**src/rtl/bt656_capture.sv**
```systemverilog
// BT.656 line capture: finds FF 00 00 XY timing codes, tracks V/F, and packs
// active-line bytes into 16-bit words for a line FIFO.
module bt656_capture #(
   parameter int ACTIVE_WORDS = 720,
   parameter bit CHECK_PROT   = 1'b1
) (
   input  logic        clk,
   input  logic        reset,
   input  logic [7:0]  vid_data,
   input  logic        fifo_full,
   output logic        fifo_wr_en,
   output logic [15:0] fifo_wr_data,
   output logic        vs,
   output logic        vs_neg,
   output logic        field,
   output logic [9:0]  line_cnt,
   output logic        overflow,
   output logic        prot_err
);

   localparam int CW = (ACTIVE_WORDS > 1) ? $clog2(ACTIVE_WORDS) : 1;

   typedef enum logic [2:0] {
      S_SRCH = 3'd0,
      S_FF   = 3'd1,
      S_Z1   = 3'd2,
      S_Z2   = 3'd3,
      S_ACT  = 3'd4
   } state_t;

   state_t        r_state;
   state_t        w_state_nxt;

   logic          r_phase;
   logic [7:0]    r_hi;
   logic [CW-1:0] r_word_cnt;
   logic          r_wr_en;
   logic [15:0]   r_wr_data;
   logic          r_vs;
   logic          r_vs_neg;
   logic          r_field;
   logic [9:0]    r_line_cnt;
   logic          r_overflow;
   logic          r_prot_err;

   logic          w_phase_nxt;
   logic [7:0]    w_hi_nxt;
   logic [CW-1:0] w_word_cnt_nxt;
   logic          w_wr_en_nxt;
   logic [15:0]   w_wr_data_nxt;
   logic          w_vs_nxt;
   logic          w_vs_neg_nxt;
   logic          w_field_nxt;
   logic [9:0]    w_line_cnt_nxt;
   logic          w_overflow_nxt;
   logic          w_prot_err_nxt;

   logic          w_f;
   logic          w_v;
   logic          w_h;
   logic          w_is_ff;
   logic          w_prot_ok;
   logic          w_xy_ok;
   logic          w_sav;
   logic          w_last_word;

   assign w_f         = vid_data[6];
   assign w_v         = vid_data[5];
   assign w_h         = vid_data[4];
   assign w_is_ff     = (vid_data == 8'hFF);
   assign w_prot_ok   = (vid_data[3:0] == {w_v ^ w_h, w_f ^ w_h, w_f ^ w_v, w_f ^ w_v ^ w_h});
   assign w_xy_ok     = vid_data[7] & (w_prot_ok | ~CHECK_PROT);
   assign w_sav       = w_xy_ok & ~w_h & ~w_v;
   assign w_last_word = (r_word_cnt == CW'(ACTIVE_WORDS - 1));

   // State register
   always_ff @(posedge clk) begin
      if (reset) begin
         r_state <= S_SRCH;
      end else begin
         r_state <= w_state_nxt;
      end
   end

   // Next-state decode: preamble search, XY decode, active-line byte pairing
   always_comb begin
      w_state_nxt = r_state;
      case (r_state)
         S_SRCH: begin
            if (w_is_ff) w_state_nxt = S_FF;
            else         w_state_nxt = S_SRCH;
         end
         S_FF: begin
            if (vid_data == 8'h00) w_state_nxt = S_Z1;
            else if (w_is_ff)      w_state_nxt = S_FF;
            else                   w_state_nxt = S_SRCH;
         end
         S_Z1: begin
            if (vid_data == 8'h00) w_state_nxt = S_Z2;
            else if (w_is_ff)      w_state_nxt = S_FF;
            else                   w_state_nxt = S_SRCH;
         end
         S_Z2: begin
            if (w_sav) w_state_nxt = S_ACT;
            else       w_state_nxt = S_SRCH;
         end
         S_ACT: begin
            if (w_is_ff)                    w_state_nxt = S_FF;
            else if (r_phase && w_last_word) w_state_nxt = S_SRCH;
            else                            w_state_nxt = S_ACT;
         end
         default: w_state_nxt = S_SRCH;
      endcase
   end

   // Output/datapath decode; vs_neg and the line counter clear share the XY edge
   always_comb begin
      w_phase_nxt    = r_phase;
      w_hi_nxt       = r_hi;
      w_word_cnt_nxt = r_word_cnt;
      w_wr_en_nxt    = 1'b0;
      w_wr_data_nxt  = r_wr_data;
      w_vs_nxt       = r_vs;
      w_vs_neg_nxt   = 1'b0;
      w_field_nxt    = r_field;
      w_line_cnt_nxt = r_line_cnt;
      w_overflow_nxt = r_overflow;
      w_prot_err_nxt = 1'b0;
      case (r_state)
         S_Z2: begin
            if (w_xy_ok) begin
               w_vs_nxt       = w_v;
               w_field_nxt    = w_f;
               w_vs_neg_nxt   = r_vs & ~w_v;
               w_phase_nxt    = 1'b0;
               w_word_cnt_nxt = '0;
               if (r_vs && !w_v) w_line_cnt_nxt = 10'd0;
               else              w_line_cnt_nxt = r_line_cnt;
            end else begin
               w_prot_err_nxt = 1'b1;
            end
         end
         S_ACT: begin
            if (w_is_ff) begin
               w_phase_nxt = 1'b0;
            end else if (!r_phase) begin
               w_hi_nxt    = vid_data;
               w_phase_nxt = 1'b1;
            end else begin
               w_phase_nxt    = 1'b0;
               w_word_cnt_nxt = r_word_cnt + CW'(1);
               if (fifo_full) begin
                  w_overflow_nxt = 1'b1;
               end else begin
                  w_wr_en_nxt   = 1'b1;
                  w_wr_data_nxt = {r_hi, vid_data};
               end
               if (w_last_word && (r_line_cnt != 10'd1023)) w_line_cnt_nxt = r_line_cnt + 10'd1;
               else                                         w_line_cnt_nxt = r_line_cnt;
            end
         end
         default: begin
            w_phase_nxt = r_phase;
         end
      endcase
   end

   // Datapath and output registers
   always_ff @(posedge clk) begin
      if (reset) begin
         r_phase    <= 1'b0;
         r_hi       <= 8'h00;
         r_word_cnt <= '0;
         r_wr_en    <= 1'b0;
         r_wr_data  <= 16'h0000;
         r_vs       <= 1'b1;
         r_vs_neg   <= 1'b0;
         r_field    <= 1'b0;
         r_line_cnt <= 10'd0;
         r_overflow <= 1'b0;
         r_prot_err <= 1'b0;
      end else begin
         r_phase    <= w_phase_nxt;
         r_hi       <= w_hi_nxt;
         r_word_cnt <= w_word_cnt_nxt;
         r_wr_en    <= w_wr_en_nxt;
         r_wr_data  <= w_wr_data_nxt;
         r_vs       <= w_vs_nxt;
         r_vs_neg   <= w_vs_neg_nxt;
         r_field    <= w_field_nxt;
         r_line_cnt <= w_line_cnt_nxt;
         r_overflow <= w_overflow_nxt;
         r_prot_err <= w_prot_err_nxt;
      end
   end

   assign fifo_wr_en   = r_wr_en;
   assign fifo_wr_data = r_wr_data;
   assign vs           = r_vs;
   assign vs_neg       = r_vs_neg;
   assign field        = r_field;
   assign line_cnt     = r_line_cnt;
   assign overflow     = r_overflow;
   assign prot_err     = r_prot_err;

endmodule

```
**config.mk**
```make
export PLATFORM = sky130hd
export DESIGN_NAME = bt656_capture
export DESIGN_NICKNAME = d
export VERILOG_FILES = /design/src/rtl/bt656_capture.sv
export SDC_FILE = /design/constraint.sdc
export NUM_CORES = 1
export LEC_CHECK = 0
export BUFFER_PORTS_ARGS = -buffer_cell sky130_fd_sc_hd__buf_2
export CORE_MARGIN = 5
export CORE_UTILIZATION = 43
export CTS_CLUSTER_SIZE = 8
export DETAILED_ROUTE_END_ITERATION = 10
export HOLD_SLACK_MARGIN = 0.06
export PLACE_DENSITY = 0.62
export SYNTH_ARGS = -nofsm -noshare
export SYNTH_HDL_FRONTEND = slang
export SYNTH_SLANG_ARGS = --single-unit
```
**constraint.sdc**
```tcl
create_clock -name clk -period 2.4 [get_ports clk]
set_clock_uncertainty 0.2 [all_clocks]
set_input_delay 0.24 -clock clk [delete_from_list [all_inputs] [get_ports clk]]
set_output_delay 0.24 -clock clk [all_outputs]
set_load 0.005 [all_outputs]
```
-- Word-level counts from Yosys, hierarchy flattened
Cells that the tools add are included.
- mux-type cells: 23
- $add $sub $neg: 2
- equality and inequality tests: 13
- bitwise operators: 16
- reduce and logical (&&, ||, !) cells: 17
- operator list (kind ; number):
    $mux 10 ; 8
    $pmux 10 s2 ; 2
    $add 10x1->10 const B ; 2
    $pmux 3 s5 ; 1
    $reduce_and 4->1 ; 3
    $eq 10x10->1 const B ; 1
    $ne 10x10->1 const B ; 1
    $ne 2x2->1 const B ; 5
    $mux 3 ; 3
    $eq 8x8->1 const B ; 1
    $logic_not 8->1 ; 1
    $not 1->1 ; 8
    $eq 3x2->1 const B ; 2
    $mux 1 ; 6
    $reduce_and 6->1 ; 1
    $and 1x1->1 ; 4
    $eq 4x4->1 ; 1
    $mux 2 ; 2
    $reduce_and 2->1 ; 2
    $reduce_or 4->1 ; 1
    $xor 1x1->1 ; 4
    $eq 3x1->1 const B ; 1
    $eq 3x3->1 const B ; 1
    $logic_and 1x1->1 ; 3
    7 further kinds ; 7
- bits of input ports: 11
- bits in registers: 54

-- Longest topological paths before layout
- depth in word-level cells: 8
- gate-level depth with buffers: 9
- depth with buffers taken out: 7

-- Worst setup path after synthesis
Ideal clock, no wire load.
- path type: reg-to-reg
- start: register r_state[0]
- end: register r_line_cnt[6], in the netlist line_cnt[6]
- arrival time: 1770 ps
- setup time: 74 ps
- slack: 356 ps
- required time: 2126 ps
- stages on the path, launching flop included: 8
- cell sequence: dfxtp_1 -> buf_6 -> or3b_1 -> buf_2 -> or4_4 -> a31oi_1 -> a31oi_1 -> a31oi_1
- longest elaborated chain between the ends: 3
- elaborated cells on any way between the ends: 10
- those cells by class: eq/ne: 7; mux: 1; reduce/logical: 2
- RTL lines (item ; RTL line ; RTL):
    start, declared ; 31 ; state_t r_state;
    start signal, assigned ; 81 ; r_state <= w_state_nxt;
    $eq 3x3->1 / $eq 3x2->1 (equally long branches) ; 129 ; case (r_state)
    $ne 2x2->1 (no line) / $reduce_bool 2->1 (equally long branches) ; n/a ;
    $reduce_and 6->1 (no line) ; n/a ;
    end signal, assigned ; 191 ; r_line_cnt <= w_line_cnt_nxt;
    end, declared ; 42 ; logic [9:0] r_line_cnt;
Parallel ways exist; a longest one is shown, timed or not.
A chain may end at the register's enable or synchronous reset.

-- Worst setup path in the final report
- start: input port vid_data[2]
- end: register r_state[0]
- longest elaborated chain between the ends: 4
- elaborated cells on any way between the ends: 7
- those cells by class: eq/ne: 1; mux: 5; reduce/logical: 1
- RTL lines (item ; RTL line ; RTL):
    start, declared ; 9 ; input logic [7:0] vid_data,
    $eq 8x8->1 ; 70 ; assign w_is_ff = (vid_data == 8'hFF);
    $mux 1 ; 90, 95, 100 ;
    $mux 2, on equally long branches ; 99, 94 ;
    $pmux 3 s5 * ; 88 ; case (r_state)
Every way passes the cells marked *; elsewhere a longest branch is shown, timed or not.

==> reports/results.ini <==
[run_status]
outcome=finished clean

[die]
die_h_um=87.1
die_w_um=87.1
pin_count=43
coreArea_mm2=0.00585
initial_core_util_pct=43.7
fp.dieArea_mm2=0.00759
core.rowCount=28

[yosys]
yosys.area.top_type=dfxtp_1
syn_area_mm2=0.00256
synth_edf_count=0
yosysMostFrequentCell=dfxtp_1
ys_seq_elements=54
async_reset_ff_share_pct=0
synthTopCellsByCount=dfxtp_1 (54), nand2_1 (51), a21oi_1 (30)
synth_seq_area_share_pct=42.3
syn_area_per_cell_um2=8.38
ys_types=47
syn_nets=320
synth_area_leaders=dfxtp_1 (42%), nand2_1 (7.5%), mux2i_1 (7.4%)
synth_ff_type=dfxtp_1
yosysWarnings=0
syn-instance-count=305
synth_top_cell_area_share_pct=42.3

[clocking]
clkLatencyLatePin_ps=310
clkSinkCount=54
ctsRootBufferMaster=clkbuf_8
cts_tree=built
numCtsBuffers=5
cts_max_path_buffers=2
post_cts_buffers=0
cts.htree.levels=2
clk_pin_slew_ps=100

[finish]
antennaDiodeCount=0
nFillCells=584
drive_gt1_share_pct=20.4
fin_util_pct=52.7
multi_input_area_mm2=0.00137
area.growth.synth_to_final_pct=20.5
fin_nets=371
seq_area_mm2=0.00108

[worst_setup_path]
worstReg2RegEnd=line_cnt[3]$_SDFFE_PP0P_
reg2reg_from=r_state[0]$_SDFF_PP0_
critPathLaunchType=primary input
worst-endpoint-arrival_ps=2370
required_ps=2450
worstPathMaxFanout=5
reg2reg_slack_ps=170
crit_path_end_kind=flip-flop
crit_type=in2reg
ff2ff_path_depth=5

[place]
dp_hpwl_um=4320
numPortBuffers=42
gp_congestion=0.765

[drt]
drtIter0Drc=83
ant_nets=0
drc=0
routed_wl_um=6140
route.detailed.wl_per_inst_um=14.2
vias_per_cell=5.40
vias=2331
first_pass_iters=4

[power_and_ir_drop]
switching_share_pct=23.5
netSwitchingPower_mw=0.358
pwr-share-seq_pct=58.8
p_leak_nw=1.25
p_per_area_mw_per_mm2=494
intPower_mw=1.17
total_power_mw=1.52
ir_drop_uv=222
clock_power_share_pct=36.0
comb_power_share_pct=5.2

[job]
cap_violations=0

[timing]
slew_headroom_pct=61.7
tightestPinTransition_ps=566
min_period_ps=2320
clock.fmax_mhz=431
finalSetupTns_ps=0
finalSetupViolCount=0
rsz0062_at_grt=false
min_period_over_period_pct=96.8
final-max-slew-violation-count=0
finalHoldViolations=0

[global_routing]
grt_max_degree=38
grt_pass1_vias=2184
antenna_found_initial=0
overflow=0
grtUsageTotal_pct=16.4
grt_pass1_wl_um=10300

[min_path]
hold_depth=3
worstHoldStart=vid_data[4]
hold_end=fifo_wr_data[4]$_SDFFE_PP0P_
min_path_type=in2reg

[registers in the layout, indices dropped and copies added, names as in the netlist]
register / flops
vs: 1
fifo_wr_data: 16
r_word_cnt: 10
line_cnt: 10
overflow: 1
prot_err: 1
fifo_wr_en: 1
vs_neg: 1
r_state: 3
field: 1
r_hi: 8
r_phase: 1
[critical path, stage by stage]
cell           delay (ps)
dlygate4sd3_1         540
buf_2                 170
nor4b_1               480
nand2_1               130
or4b_2                640
a21oi_1               160
[per-stage QoR]
step | area, um2 | cells | setup WS, ps | hold WS [ps]
4_1_cts | 3070 | 432 | 42.8 | 68.7
6_report | 3080 | 432 | 77.7 | 79.0
3_3_place_gp | 2890 | 416 | 114 | 238
2_1_floorplan | 2560 | 305 | 356 | 176
3_5_place_dp | 2890 | 416 | 69.8 | 247
5_1_grt | 3080 | 432 | 2.66 | 96.1
[how the worst max path moves through the flow]
| stage | start | endpoint | slack, ps | cells after the start |
|---|---|---|---|---|
| floorplan | r_state[0]$_SDFF_PP0_ | line_cnt[6]$_SDFFE_PP0P_ | 360 | 7 |
| finish | vid_data[2] | r_state[0]$_SDFF_PP0_ | 80 | 6 |
| global placement | vid_data[4] | line_cnt[3]$_SDFFE_PP0P_ | 110 | 8 |
| global route | vid_data[2] | r_word_cnt[2]$_SDFFE_PP0P_ | 3 | 8 |
| detailed placement | vid_data[4] | line_cnt[3]$_SDFFE_PP0P_ | 70 | 8 |
| CTS | vid_data[2] | line_cnt[3]$_SDFFE_PP0P_ | 40 | 7 |
[per-layer routing]
| layer | global-route usage, % | wire (um) | up-vias |
|---|---|---|---|
| li1 | - | - | 1187 |
| met1 | 22.6 | 2990 | 1102 |
| met2 | 26.6 | 2880 | 37 |
| met3 | 3.12 | 211 | 5 |
| met4 | 3.77 | 63 | 0 |
| met5 | 0 | 0 | - |
[cell usage in the layout (no fill, tap or decap), types with 3 or more instances in the layout]
cell,Yosys,layout
dlygate4sd3_1,0,8
mux2i_1,19,19
and3_1,4,4
ha_1,4,4
or3_1,3,3
nand3b_1,8,8
a21oi_1,30,30
a21boi_0,3,3
a31oi_1,10,9
buf_2,7,42
inv_1,6,6
clkbuf_8,0,6
nand3_1,21,21
a211oi_1,3,3
o21ai_0,4,4
nand2b_1,3,3
buf_4,0,11
dfxtp_1,54,54
nand4_1,5,5
nand2_1,51,51
nor2_1,20,20
nor3_1,7,7
[cell type report]
cell class,instances,area share (%)
clock buffer,6,2.68
clock inverter,2,0.569
inverter,6,0.731
multi-input combinational,226,44.5
sequential,54,35.1
tap,75,3.05
timing repair buffer,63,13.4
[timing repair]
action | CTS | global route
hold buffers | 8 | 0
hold endpoints to repair | 9 | 0
gates resized for setup | 0 | 1
setup endpoints to repair | 0 | 6
[logic make-up (layout without fill, tap and decap cells)]
family	after synthesis	after routing	synth area share [%]
AND/OR/NAND/NOR	137	137	27.2
AO/OA/AOI/OAI	61	61	14.5
flip-flops	54	54	42.3
buffers and inverters	25	77	4.36
multiplexers	19	19	7.44
XOR/XNOR	5	5	2.25
adder cells (fa/ha/maj)	4	4	1.96
[power groups by stage]
stage,sequential (mW),clock [mW],combinational [mW]
6_report,0.895,0.549,0.0789
3_3_place_gp,0.916,0,0.0672
2_1_floorplan,0.916,0,0.0401
3_5_place_dp,0.916,0,0.0668
5_1_grt,0.896,0.586,0.0863
4_1_cts,0.896,0.566,0.0776
(Power assumes the default switching activity.)
